`config.mk`:
```
export PLATFORM = sky130hd
export DESIGN_NAME = pwm_ramp_sequencer
export DESIGN_NICKNAME = d
export VERILOG_FILES = /design/src/rtl/pwm_ramp_sequencer.sv
export SDC_FILE = /design/constraint.sdc
export NUM_CORES = 1
export LEC_CHECK = 0
export BUFFER_PORTS_ARGS = -buffer_cell sky130_fd_sc_hd__buf_2
export CORE_ASPECT_RATIO = 1.4
export CORE_MARGIN = 4
export CORE_UTILIZATION = 45
export DETAILED_ROUTE_END_ITERATION = 16
export PLACE_DENSITY_LB_ADDON = 0.2
export SLEW_MARGIN = 10
export SYNTH_ARGS = -nofsm -noshare
export SYNTH_HDL_FRONTEND = slang
export SYNTH_SLANG_ARGS = --single-unit
```
`constraint.sdc`:
```
create_clock -name i_clk -period 8.9 [get_ports i_clk]
set_input_delay 1.78 -clock i_clk [delete_from_list [all_inputs] [get_ports i_clk]]
set_output_delay 1.78 -clock i_clk [all_outputs]
set_load 0.005 [all_outputs]
```
`src/rtl/pwm_ramp_sequencer.sv`:
```
// pwm_ramp_sequencer: shared-period PWM controller. It accepts per-channel target duties and slews the registered duty outputs toward them once per period.
// Latency: a tick in clk t updates channel i at the end of clk t+1+i, and update_done is high in clk t+CHANNELS+1.
// Backpressure: cmd_ready is low on the tick clk and throughout WALK/DONE. Optional busy_mask/all_settled ports exist under `PWM_RAMP_SEQUENCER_BUSY_EN.
module pwm_ramp_sequencer #(
    parameter int COUNTER_BITS = 32,
    parameter int CHANNELS     = 4,
    parameter int CH_BITS      = 2
) (
    input  logic                             i_clk,
    input  logic                             i_reset,        // active-low, asynchronous
    input  logic [COUNTER_BITS-1:0]          i_cycle,
    input  logic [COUNTER_BITS-1:0]          i_step,
    input  logic                             i_cmd_valid,
    output logic                             o_cmd_ready,
    input  logic [CH_BITS-1:0]               i_cmd_channel,
    input  logic [COUNTER_BITS-1:0]          i_cmd_duty,
    output logic [COUNTER_BITS-1:0]          o_cycle_out,
    output logic [CHANNELS*COUNTER_BITS-1:0] o_duty_flat,
    output logic                             o_period_tick,
    output logic                             o_update_done,
    output logic                             o_cmd_err,
`ifdef PWM_RAMP_SEQUENCER_BUSY_EN
    output logic [CHANNELS-1:0]              o_busy_mask,
    output logic                             o_all_settled,
`endif
    output logic                             o_overrun
);

    localparam int IDX_BITS = (CHANNELS > 1) ? $clog2(CHANNELS) : 1;

    typedef enum logic [1:0] {S_IDLE, S_WALK, S_DONE} state_t;

    state_t                    r_state;
    state_t                    w_state_nxt;
    logic [COUNTER_BITS-1:0]   r_cycle_q;
    logic [COUNTER_BITS-1:0]   r_pcnt;
    logic [COUNTER_BITS-1:0]   r_duty   [CHANNELS];
    logic [COUNTER_BITS-1:0]   r_target [CHANNELS];
    logic [IDX_BITS-1:0]       r_idx;
    logic                      r_cmd_err;
    logic                      r_overrun;

    logic                      w_tick;
    logic                      w_accept;
    logic                      w_ch_ok;
    logic                      w_last_idx;
    logic [COUNTER_BITS-1:0]   w_cur;
    logic [COUNTER_BITS-1:0]   w_tgt;
    logic [COUNTER_BITS-1:0]   w_eff;
    logic [COUNTER_BITS-1:0]   w_diff;
    logic [COUNTER_BITS-1:0]   w_slew;

    // A zero period halts the counter, so the tick is qualified by a non-zero cycle_q.
    assign w_tick     = (r_cycle_q != '0) && (r_pcnt == r_cycle_q - COUNTER_BITS'(1));
    assign w_accept   = i_cmd_valid && o_cmd_ready;
    // Compare at 32 bits so that CH_BITS narrower or wider than the channel count never truncates.
    assign w_ch_ok    = 32'(i_cmd_channel) < $unsigned(CHANNELS);
    assign w_last_idx = (r_idx == IDX_BITS'(CHANNELS - 1));

    // Period counter. cycle_q reloads only at a wrap or while halted, so a running period is never cut short.
    always_ff @(posedge i_clk or negedge i_reset) begin
        if (!i_reset) begin
            r_cycle_q <= '0;
            r_pcnt    <= '0;
        end else if (r_cycle_q == '0) begin
            r_pcnt    <= '0;
            r_cycle_q <= i_cycle;
        end else if (w_tick) begin
            r_pcnt    <= '0;
            r_cycle_q <= i_cycle;
        end else begin
            r_pcnt    <= r_pcnt + COUNTER_BITS'(1);
        end
    end

    // FSM state register.
    always_ff @(posedge i_clk or negedge i_reset) begin
        if (!i_reset) begin
            r_state <= S_IDLE;
        end else begin
            r_state <= w_state_nxt;
        end
    end

    // FSM next state. Ticks that arrive in WALK or DONE are ignored here and only flagged as overrun.
    always_comb begin
        w_state_nxt = r_state;
        case (r_state)
            S_IDLE:  if (w_tick) w_state_nxt = S_WALK;
            S_WALK:  if (w_last_idx) w_state_nxt = S_DONE;
            S_DONE:  w_state_nxt = S_IDLE;
            default: w_state_nxt = S_IDLE;
        endcase
    end

    // FSM outputs. Gating with reset keeps cmd_ready low for as long as reset is held.
    always_comb begin
        o_update_done = (r_state == S_DONE);
        o_cmd_ready   = i_reset && (r_state == S_IDLE) && !w_tick;
    end

    // Walk index. It restarts at 0 on each accepted tick and advances once per WALK clk.
    always_ff @(posedge i_clk or negedge i_reset) begin
        if (!i_reset) begin
            r_idx <= '0;
        end else if (r_state == S_IDLE) begin
            r_idx <= '0;
        end else if (r_state == S_WALK && !w_last_idx) begin
            r_idx <= r_idx + IDX_BITS'(1);
        end
    end

    // Slew for the channel being walked: move toward min(target, cycle_q) without overshoot.
    always_comb begin
        w_cur  = '0;
        w_tgt  = '0;
        w_diff = '0;
        for (int i = 0; i < CHANNELS; i++) begin
            if ($unsigned(i) == 32'(r_idx)) begin
                w_cur = r_duty[i];
                w_tgt = r_target[i];
            end
        end
        w_eff  = (w_tgt < r_cycle_q) ? w_tgt : r_cycle_q;
        w_slew = w_cur;
        if (w_cur < w_eff) begin
            w_diff = w_eff - w_cur;
            w_slew = (i_step == '0 || w_diff <= i_step) ? w_eff : w_cur + i_step;
        end else if (w_cur > w_eff) begin
            w_diff = w_cur - w_eff;
            w_slew = (i_step == '0 || w_diff <= i_step) ? w_eff : w_cur - i_step;
        end
    end

    // Target capture (last write wins) and duty update for the walked channel.
    always_ff @(posedge i_clk or negedge i_reset) begin
        if (!i_reset) begin
            for (int i = 0; i < CHANNELS; i++) begin
                r_duty[i]   <= '0;
                r_target[i] <= '0;
            end
        end else begin
            for (int i = 0; i < CHANNELS; i++) begin
                if (w_accept && w_ch_ok && 32'(i_cmd_channel) == $unsigned(i)) begin
                    r_target[i] <= i_cmd_duty;
                end
                if (r_state == S_WALK && 32'(r_idx) == $unsigned(i)) begin
                    r_duty[i] <= w_slew;
                end
            end
        end
    end

    // Error pulse for accepted bad channels, plus the sticky overrun flag.
    always_ff @(posedge i_clk or negedge i_reset) begin
        if (!i_reset) begin
            r_cmd_err <= 1'b0;
            r_overrun <= 1'b0;
        end else begin
            r_cmd_err <= w_accept && !w_ch_ok;
            if (w_tick && r_state != S_IDLE) begin
                r_overrun <= 1'b1;
            end
        end
    end

    // Flatten the duty registers onto the driver bus.
    always_comb begin
        o_duty_flat = '0;
        for (int i = 0; i < CHANNELS; i++) begin
            o_duty_flat[i*COUNTER_BITS +: COUNTER_BITS] = r_duty[i];
        end
    end

    assign o_cycle_out   = r_cycle_q;
    assign o_period_tick = w_tick;
    assign o_cmd_err     = r_cmd_err;
    assign o_overrun     = r_overrun;

`ifdef PWM_RAMP_SEQUENCER_BUSY_EN
    // A channel is busy while its duty differs from its effective (clamped) target.
    always_comb begin
        o_busy_mask = '0;
        for (int i = 0; i < CHANNELS; i++) begin
            o_busy_mask[i] = r_duty[i] != ((r_target[i] < r_cycle_q) ? r_target[i] : r_cycle_q);
        end
        o_all_settled = (o_busy_mask == '0) && (r_state == S_IDLE);
    end
`endif

endmodule

```
==> results of run 1 <==
-- layout by cell type, fill, tap and decap left out, types with 18 or more instances in the layout --
cell type	n
sky130_fd_sc_hd__a211oi_1	19
sky130_fd_sc_hd__a21o_1	82
sky130_fd_sc_hd__a21oi_1	314
sky130_fd_sc_hd__a31oi_1	19
sky130_fd_sc_hd__and3_1	20
sky130_fd_sc_hd__buf_2	263
sky130_fd_sc_hd__buf_4	364
sky130_fd_sc_hd__clkbuf_16	35
sky130_fd_sc_hd__dfrtp_1	325
sky130_fd_sc_hd__ha_1	219
sky130_fd_sc_hd__inv_1	180
sky130_fd_sc_hd__mux2_2	105
sky130_fd_sc_hd__mux2_4	31
sky130_fd_sc_hd__mux2i_1	58
sky130_fd_sc_hd__nand2_1	339
sky130_fd_sc_hd__nand2b_1	21
sky130_fd_sc_hd__nand3_1	58
sky130_fd_sc_hd__nand3b_1	34
sky130_fd_sc_hd__nand4_1	45
sky130_fd_sc_hd__nor2_1	268
sky130_fd_sc_hd__nor2b_1	27
sky130_fd_sc_hd__nor3_1	49
sky130_fd_sc_hd__nor4_1	18
sky130_fd_sc_hd__o211ai_1	20
sky130_fd_sc_hd__o21ai_0	267
sky130_fd_sc_hd__o21bai_1	23
sky130_fd_sc_hd__o31ai_1	18
sky130_fd_sc_hd__xnor2_1	118
sky130_fd_sc_hd__xor2_1	62
-- layout make-up --
type,instances,area (um2),share of cell area
inverter,184,691,0.0211
tap,749,937,0.0287
sequential,325,8130,0.249
multi-input combinational,2536,17500,0.536
clock buffer,48,985,0.0301
clock inverter,11,109,0.00333
antenna,3,7.51,0.000230
timing repair buffer,642,4310,0.132
-- repair_timing --
item	CTS	global route
gates resized for setup	11	84
endpoints found under the hold margin	0	0
endpoints found under the setup margin	109	128
pin swaps	2	24
setup buffers	1	18
-- registers in the layout, summed over array words and instances (netlist names) --
| register | flops |
|---|---|
| o_overrun | 1 |
| r_pcnt | 32 |
| r_idx | 2 |
| o_duty_flat | 128 |
| r_target | 128 |
| o_cycle_out | 32 |
| r_state | 2 |
-- through the flow --
step | hold slack, ns | utilization | setup WS (ns) | power, mW | cells
finish | 0.494 | 0.557 | 0.346 | 5.79 | 4498
global route | 0.514 | 0.557 | -0.143 | 6.07 | 4496
CTS | 0.496 | 0.549 | 0.0361 | 5.73 | 4477
detailed placement | 0.470 | 0.530 | -0.279 | 4.28 | 4417
global placement | 0.464 | 0.530 | -0.249 | 4.26 | 4417
floorplan | 0.460 | - | 0.0720 | 3.04 | 3227
-- power by group through the flow --
stage                     sequential, mW  combinational [mW]  clock, mW
after floorplan                     1.68                1.37          0
after detailed placement            1.70                2.58          0
final                               1.68                2.69       1.43
after global routing                1.69                2.87       1.50
after global placement              1.69                2.56          0
after CTS                           1.68                2.60       1.45
-- worst max path at each step --
stage | from | endpoint | slack [ns] | depth (start not counted)
after global routing | r_idx[0] | o_duty_flat[93] | -0.14 | 42
after detailed placement | r_idx[0] | o_duty_flat[121] | -0.28 | 45
after global placement | r_idx[0] | o_duty_flat[25] | -0.25 | 45
after CTS | r_idx[0] | o_duty_flat[121] | 0.04 | 45
final | r_idx[0] | o_duty_flat[121] | 0.35 | 41
after floorplan | r_idx[1] | o_duty_flat[122] | 0.07 | 42
-- logic make-up (layout without fill, tap and decap cells) --
family | count (synthesis) | count (layout) | synth area share
xor gates and xnor gates | 180 | 180 | 0.0589
and+or+nand+nor | 979 | 979 | 0.174
adders and majority gates | 227 | 227 | 0.107
buffers and inverters | 366 | 885 | 0.0553
DFF | 325 | 325 | 0.304
AOI/OAI and AO/OA | 939 | 939 | 0.210
other | 1 | 4 | 0.000140
muxes | 210 | 210 | 0.0897
-- layer usage --
metal,vias to the layer above,global-route usage,wire [um]
met4,0,0.268,11100
met1,12900,0.362,40300
met2,1062,0.614,56000
met3,385,0.0434,5590
met5,-,0,0
li1,12400,-,-
-- cells in the mapped netlist, drive strengths merged, types with 6 or more instances --
cell type | count | share of area
a2111oi | 9 | 0.0029
a211oi | 21 | 0.0059
a21boi | 10 | 0.0028
a21o | 84 | 0.024
a21oi | 332 | 0.062
a221o | 7 | 0.0026
a221oi | 9 | 0.0029
a311oi | 13 | 0.0043
a31o | 6 | 0.0020
a31oi | 20 | 0.0047
and2 | 17 | 0.0040
and3 | 20 | 0.0047
and4 | 8 | 0.0027
buf | 50 | 0.011
clkbuf | 132 | 0.019
dfrtp | 325 | 0.30
ha | 223 | 0.10
inv | 183 | 0.026
mux2 | 149 | 0.067
mux2i | 61 | 0.023
nand2 | 344 | 0.048
nand2b | 21 | 0.0049
nand3 | 58 | 0.011
nand3b | 34 | 0.0095
nand4 | 47 | 0.012
nor2 | 272 | 0.038
nor2b | 27 | 0.0063
nor3 | 53 | 0.0099
nor3b | 6 | 0.0017
nor4 | 22 | 0.0059
o211ai | 20 | 0.0056
o21a | 18 | 0.0050
o21ai | 285 | 0.053
o21bai | 23 | 0.0065
o22ai | 6 | 0.0014
o311ai | 7 | 0.0023
o31a | 6 | 0.0020
o31ai | 20 | 0.0058
or2 | 15 | 0.0035
or3 | 15 | 0.0035
or4 | 8 | 0.0025
xnor2 | 118 | 0.039
xor2 | 62 | 0.020
-- critical path: cells and delay by family, from the launching register on --
kind	cells	cell delay, ns
fa+ha+maj	4	1.13
simple gates	8	1.75
flops	1	0.43
xor+xnor	1	0.18
compound gates	17	3.07
mux	2	0.41
buf+inv	9	1.46
==> flow_metrics.env, run 1 <==
export IMPL_run_status="finished clean"
export IMPL_synth_edff_count=0
export IMPL_core_area_mm2=0.0587
export IMPL_globalRouteTotalUtil=0.341
export IMPL_cts_htree_levels=2
export IMPL_synth_yosys_warnings=0
export IMPL_final_antenna_net_count=0
export IMPL_rr_endpoint="o_duty_flat[121]"
export IMPL_design_final_nets=4051
export IMPL_vias=26700
export IMPL_yosys_most_used_dff="sky130_fd_sc_hd__dfrtp_1"
export IMPL_clockBufferDepth=3
export IMPL_max_stage_delay_ns=0.68
export IMPL_setup_viol_count_final=0
export IMPL_detailedRoute_firstPassIterationCount=5
export IMPL_ys_types=89
export IMPL_power_density_mw_per_mm2=177
export IMPL_timing_hold_worst_path_depth=1
export IMPL_grt_pass1_vias=26800
export IMPL_floorplan_die_width_um=214
export IMPL_routed_via_density=5.94
export IMPL_cts_tree="built"
export IMPL_fmax_ghz=0.117
export IMPL_timing_max_transition_violations_final=0
export IMPL_timing_max_slew_rel_slack=0.215
export IMPL_clkLatencyLatePin_ns=0.56
export IMPL_syn_avg_cell_area_um2=8.29
export IMPL_io_buffer_count=264
export IMPL_largest_net_degree_at_the_start_of_global_routing=145
export IMPL_min_to="r_target[69]"
export IMPL_timing_max_cap_violations=0
export IMPL_p_int_mw=3.62
export IMPL_antenna_found_initial=2
export IMPL_holdCritStartpoint="r_target[69]"
export IMPL_tightestPinTransition_ns=1.17
export IMPL_wire_length_of_the_first_global_routing_pass_um=166000
export IMPL_setup_cp_type="flip-flop to flip-flop"
export IMPL_area_growth_synth_to_final_pct=22.1
export IMPL_switching_share=0.375
export IMPL_worst_r2r_setup_slack_ns=0.35
export IMPL_critical_path_arrival_ns=8.99
export IMPL_gp_congestion=1.01
export IMPL_critical_path_slowest_cell="sky130_fd_sc_hd__or4b_2"
export IMPL_dr_first_iter_drc_count=2175
export IMPL_netSwitchingPower_mw=2.18
export IMPL_static_leakage_power_nw=15.6
export IMPL_drt_wirelength_per_cell_um=25.1
export IMPL_layout_cell_area_non_filler_mm2=0.0327
export IMPL_fin_crit_sh=0.961
export IMPL_worst_hold_path_type="flip-flop to flip-flop"
export IMPL_setup_total_negative_slack_ns=0
export IMPL_final_setup_skew_ns=0.0289
export IMPL_hold_violations=0
export IMPL_setup_worst_path_start_class="flip-flop"
export IMPL_crit_fanout=21
export IMPL_post_synth_inst_count=3227
export IMPL_cts_inserted_buffers=34
export IMPL_cts_hold_buffers_added=0
export IMPL_net_count_of_the_mapped_netlist=3555
export IMPL_placed_area_mm2=0.0311
export IMPL_r2r_cells=41
export IMPL_clkPwrFrac=0.246
export IMPL_yosys_register_bits=325
export IMPL_worstSetupEndpointType="flip-flop"
export IMPL_total_die_area_mm2=0.0635
export IMPL_floorplan_die_height_um=297
export IMPL_drive_gt1_frac=0.250
export IMPL_nFillCells=5516
export IMPL_ios=266
export IMPL_power_sequential_fraction=0.290
export IMPL_drcViolationCount=0
export IMPL_post_dp_hpwl_um=91500
export IMPL_detailed_route_wire_length_um=113000
export IMPL_num_rows=105
export IMPL_tritoncts_num_sinks=325
export IMPL_finalWorstPathRequiredPeriod_ns=8.55
export IMPL_globalRoute_totalOverflow=0
export IMPL_synthArstFlopShare=1.00
export IMPL_syn_area_mm2=0.0268
export IMPL_start_util=0.456
export IMPL_worst_ir_drop_vdd_v=0.000215
export IMPL_clk_pin_slew_worst_paths_ns=0.06
export IMPL_part_of_the_total_power_dissipated_in_combinational_logic=0.464
export IMPL_ff_to_ff_start="r_idx[0]"
export IMPL_clock_root_buffer="sky130_fd_sc_hd__clkbuf_16"
export IMPL_library_cell_appearing_most_often_on_the_critical_path="sky130_fd_sc_hd__buf_4"
export IMPL_yosysSeqAreaShare=0.304
export IMPL_worst_endpoint_required_ns=9.33
Note: power is estimated with default switching activity, not from simulation.
==> inputs of run 2 (changes only) <==
- RECOVER_POWER: unset -> 25
==> run 2 against run 1 <==
- the flow now finishes with violations (max-capacitance violations, max-slew violations)
- register-to-register slack worse by 0.02 ns
- sequential share of layout area about the same
- sequential power about the same
- cell area about the same
- largest cell class unchanged
==> flow_metrics.env, run 2 (synthesis results as in run 1) <==
export IMPL_hold_violations=0
export IMPL_final_setup_skew_ns=0.0287
export IMPL_tightestPinTransition_ns=4.02
export IMPL_library_cell_appearing_most_often_on_the_critical_path="sky130_fd_sc_hd__buf_4"
export IMPL_holdCritStartpoint="r_target[69]"
export IMPL_antenna_found_initial=2
export IMPL_num_rows=105
export IMPL_finalWorstPathRequiredPeriod_ns=8.58
export IMPL_critical_path_slowest_cell="sky130_fd_sc_hd__dfrtp_1"
export IMPL_io_buffer_count=264
export IMPL_cp_startpoint="r_idx[0]"
export IMPL_setup_worst_path_start_class="flip-flop"
export IMPL_ios=266
export IMPL_worst_endpoint_required_ns=9.33
export IMPL_violations="max-capacitance violations, max-slew violations"
export IMPL_setup_viol_count_final=0
export IMPL_ff_to_ff_start="r_idx[0]"
export IMPL_total_die_area_mm2=0.0635
export IMPL_worst_ir_drop_vdd_v=0.000216
export IMPL_detailed_route_wire_length_um=113000
export IMPL_drt_wirelength_per_cell_um=25.1
export IMPL_fmax_ghz=0.117
export IMPL_clkLatencyLatePin_ns=0.56
export IMPL_layout_cells_most_common="sky130_fd_sc_hd__buf_4"
export IMPL_drive_gt1_frac=0.249
export IMPL_tritoncts_num_sinks=325
export IMPL_cts_inserted_buffers=34
export IMPL_clk_pin_slew_worst_paths_ns=0.06
export IMPL_vias=26800
export IMPL_clock_root_buffer="sky130_fd_sc_hd__clkbuf_16"
export IMPL_final_antenna_net_count=0
export IMPL_clockBufferDepth=3
export IMPL_max_stage_delay_ns=0.43
export IMPL_design_final_nets=4051
export IMPL_floorplan_die_height_um=297
export IMPL_worst_hold_path_type="flip-flop to flip-flop"
export IMPL_drcViolationCount=0
export IMPL_cts_htree_levels=2
export IMPL_run_status="complete, but fails checks"
export IMPL_core_area_mm2=0.0587
export IMPL_globalRoute_totalOverflow=0
export IMPL_start_util=0.456
export IMPL_nFillCells=5522
export IMPL_fin_crit_sh=0.964
export IMPL_routed_via_density=5.95
export IMPL_static_leakage_power_nw=15.6
export IMPL_gp_congestion=1.01
export IMPL_mostFrequentLayoutCells="sky130_fd_sc_hd__buf_4, sky130_fd_sc_hd__nand2_1, sky130_fd_sc_hd__dfrtp_1"
export IMPL_largest_net_degree_at_the_start_of_global_routing=145
export IMPL_cts_tree="built"
export IMPL_power_density_mw_per_mm2=177
export IMPL_critical_path_arrival_ns=9.01
export IMPL_worst_path_buf_inv=10
export IMPL_timing_max_slew_rel_slack=-1.68
export IMPL_fin_worst_hold_slack_ns=0.494
export IMPL_post_dp_hpwl_um=91500
export IMPL_globalRouteTotalUtil=0.341
export IMPL_crit_fanout=21
export IMPL_cts_hold_buffers_added=0
export IMPL_timing_max_cap_violations=3
export IMPL_detailedRoute_firstPassIterationCount=6
export IMPL_setup_cp_type="flip-flop to flip-flop"
export IMPL_worstSetupEndpointType="flip-flop"
export IMPL_timing_max_transition_violations_final=267
export IMPL_grt_pass1_vias=26800
export IMPL_setup_total_negative_slack_ns=0
export IMPL_cp_top_family="compound AO/OA/AOI/OAI gates"
export IMPL_floorplan_die_width_um=214
export IMPL_wire_length_of_the_first_global_routing_pass_um=166000
export IMPL_area_growth_synth_to_final_pct=22.0
export IMPL_dr_first_iter_drc_count=2038
[run 2: worst reg2reg max path, delay by kind of cell, from the launching register on]
family	cells	cell delay, ns
AOI/OAI and AO/OA	15	2.92
xor gates and xnor gates	1	0.08
adders and majority gates	5	1.41
buffers and inverters	10	1.49
DFF	1	0.43
muxes	3	0.61
and+or+nand+nor	9	1.55
[run 2: path summary, 6_finish.rpt]
kind	endpoint	depth (start not counted)	slack [ns]
setup / recovery	o_duty_flat[121]	43	0.32
hold / removal	r_target[69]	1	0.49
setup reg to reg	o_duty_flat[121]	43	0.32
hold reg to reg	r_target[69]	1	0.49
max in group asynchronous	o_duty_flat[26]	2	1.86
min in group asynchronous	o_duty_flat[23]	1	2.12
[run 2: repair_timing]
item	in CTS	in global routing
resized for setup	11	84
endpoints found under the setup margin	109	128
setup buffers	1	18
pin swaps	2	24
[run 2: metrics by stage]
stage / util / cell area, um2 / instances / power, mW / worst slack, ns
after CTS: 0.549 / 32300 / 4477 / 5.73 / 0.0361
after floorplan: - / 26800 / 3227 / 3.04 / 0.0720
after detailed placement: 0.530 / 31100 / 4417 / 4.28 / -0.279
after global placement: 0.530 / 31100 / 4417 / 4.26 / -0.249
after global routing: 0.556 / 32700 / 4496 / 6.07 / -0.143
final: 0.556 / 32700 / 4497 / 5.79 / 0.323
[run 2: layout make-up]
type,count,area [um2],area share
Multi-Input combinational cell,2536,17500,0.536
Sequential cell,325,8130,0.249
Timing Repair Buffer,642,4280,0.131
Clock buffer,48,985,0.0301
Tap cell,749,937,0.0287
Inverter,184,691,0.0211
Clock inverter,11,109,0.00333
Antenna cell,2,5.00,0.000153
[run 2: metal layers]
layer,GRT usage,vias up,share of wire
li1,-,12400,-
met1,0.362,12900,0.36
met2,0.614,1056,0.50
met3,0.0434,379,0.047
met4,0.268,0,0.098
met5,0,-,0
[run 2: report_power, final]
part           leakage, nW  internal, mW  total (mW)  switching [mW]
combinational         11.6          1.20        2.69            1.48
clock                0.544         0.807        1.42           0.618
sequential            3.48          1.61        1.68          0.0737
total                 15.6          3.62        5.79            2.17
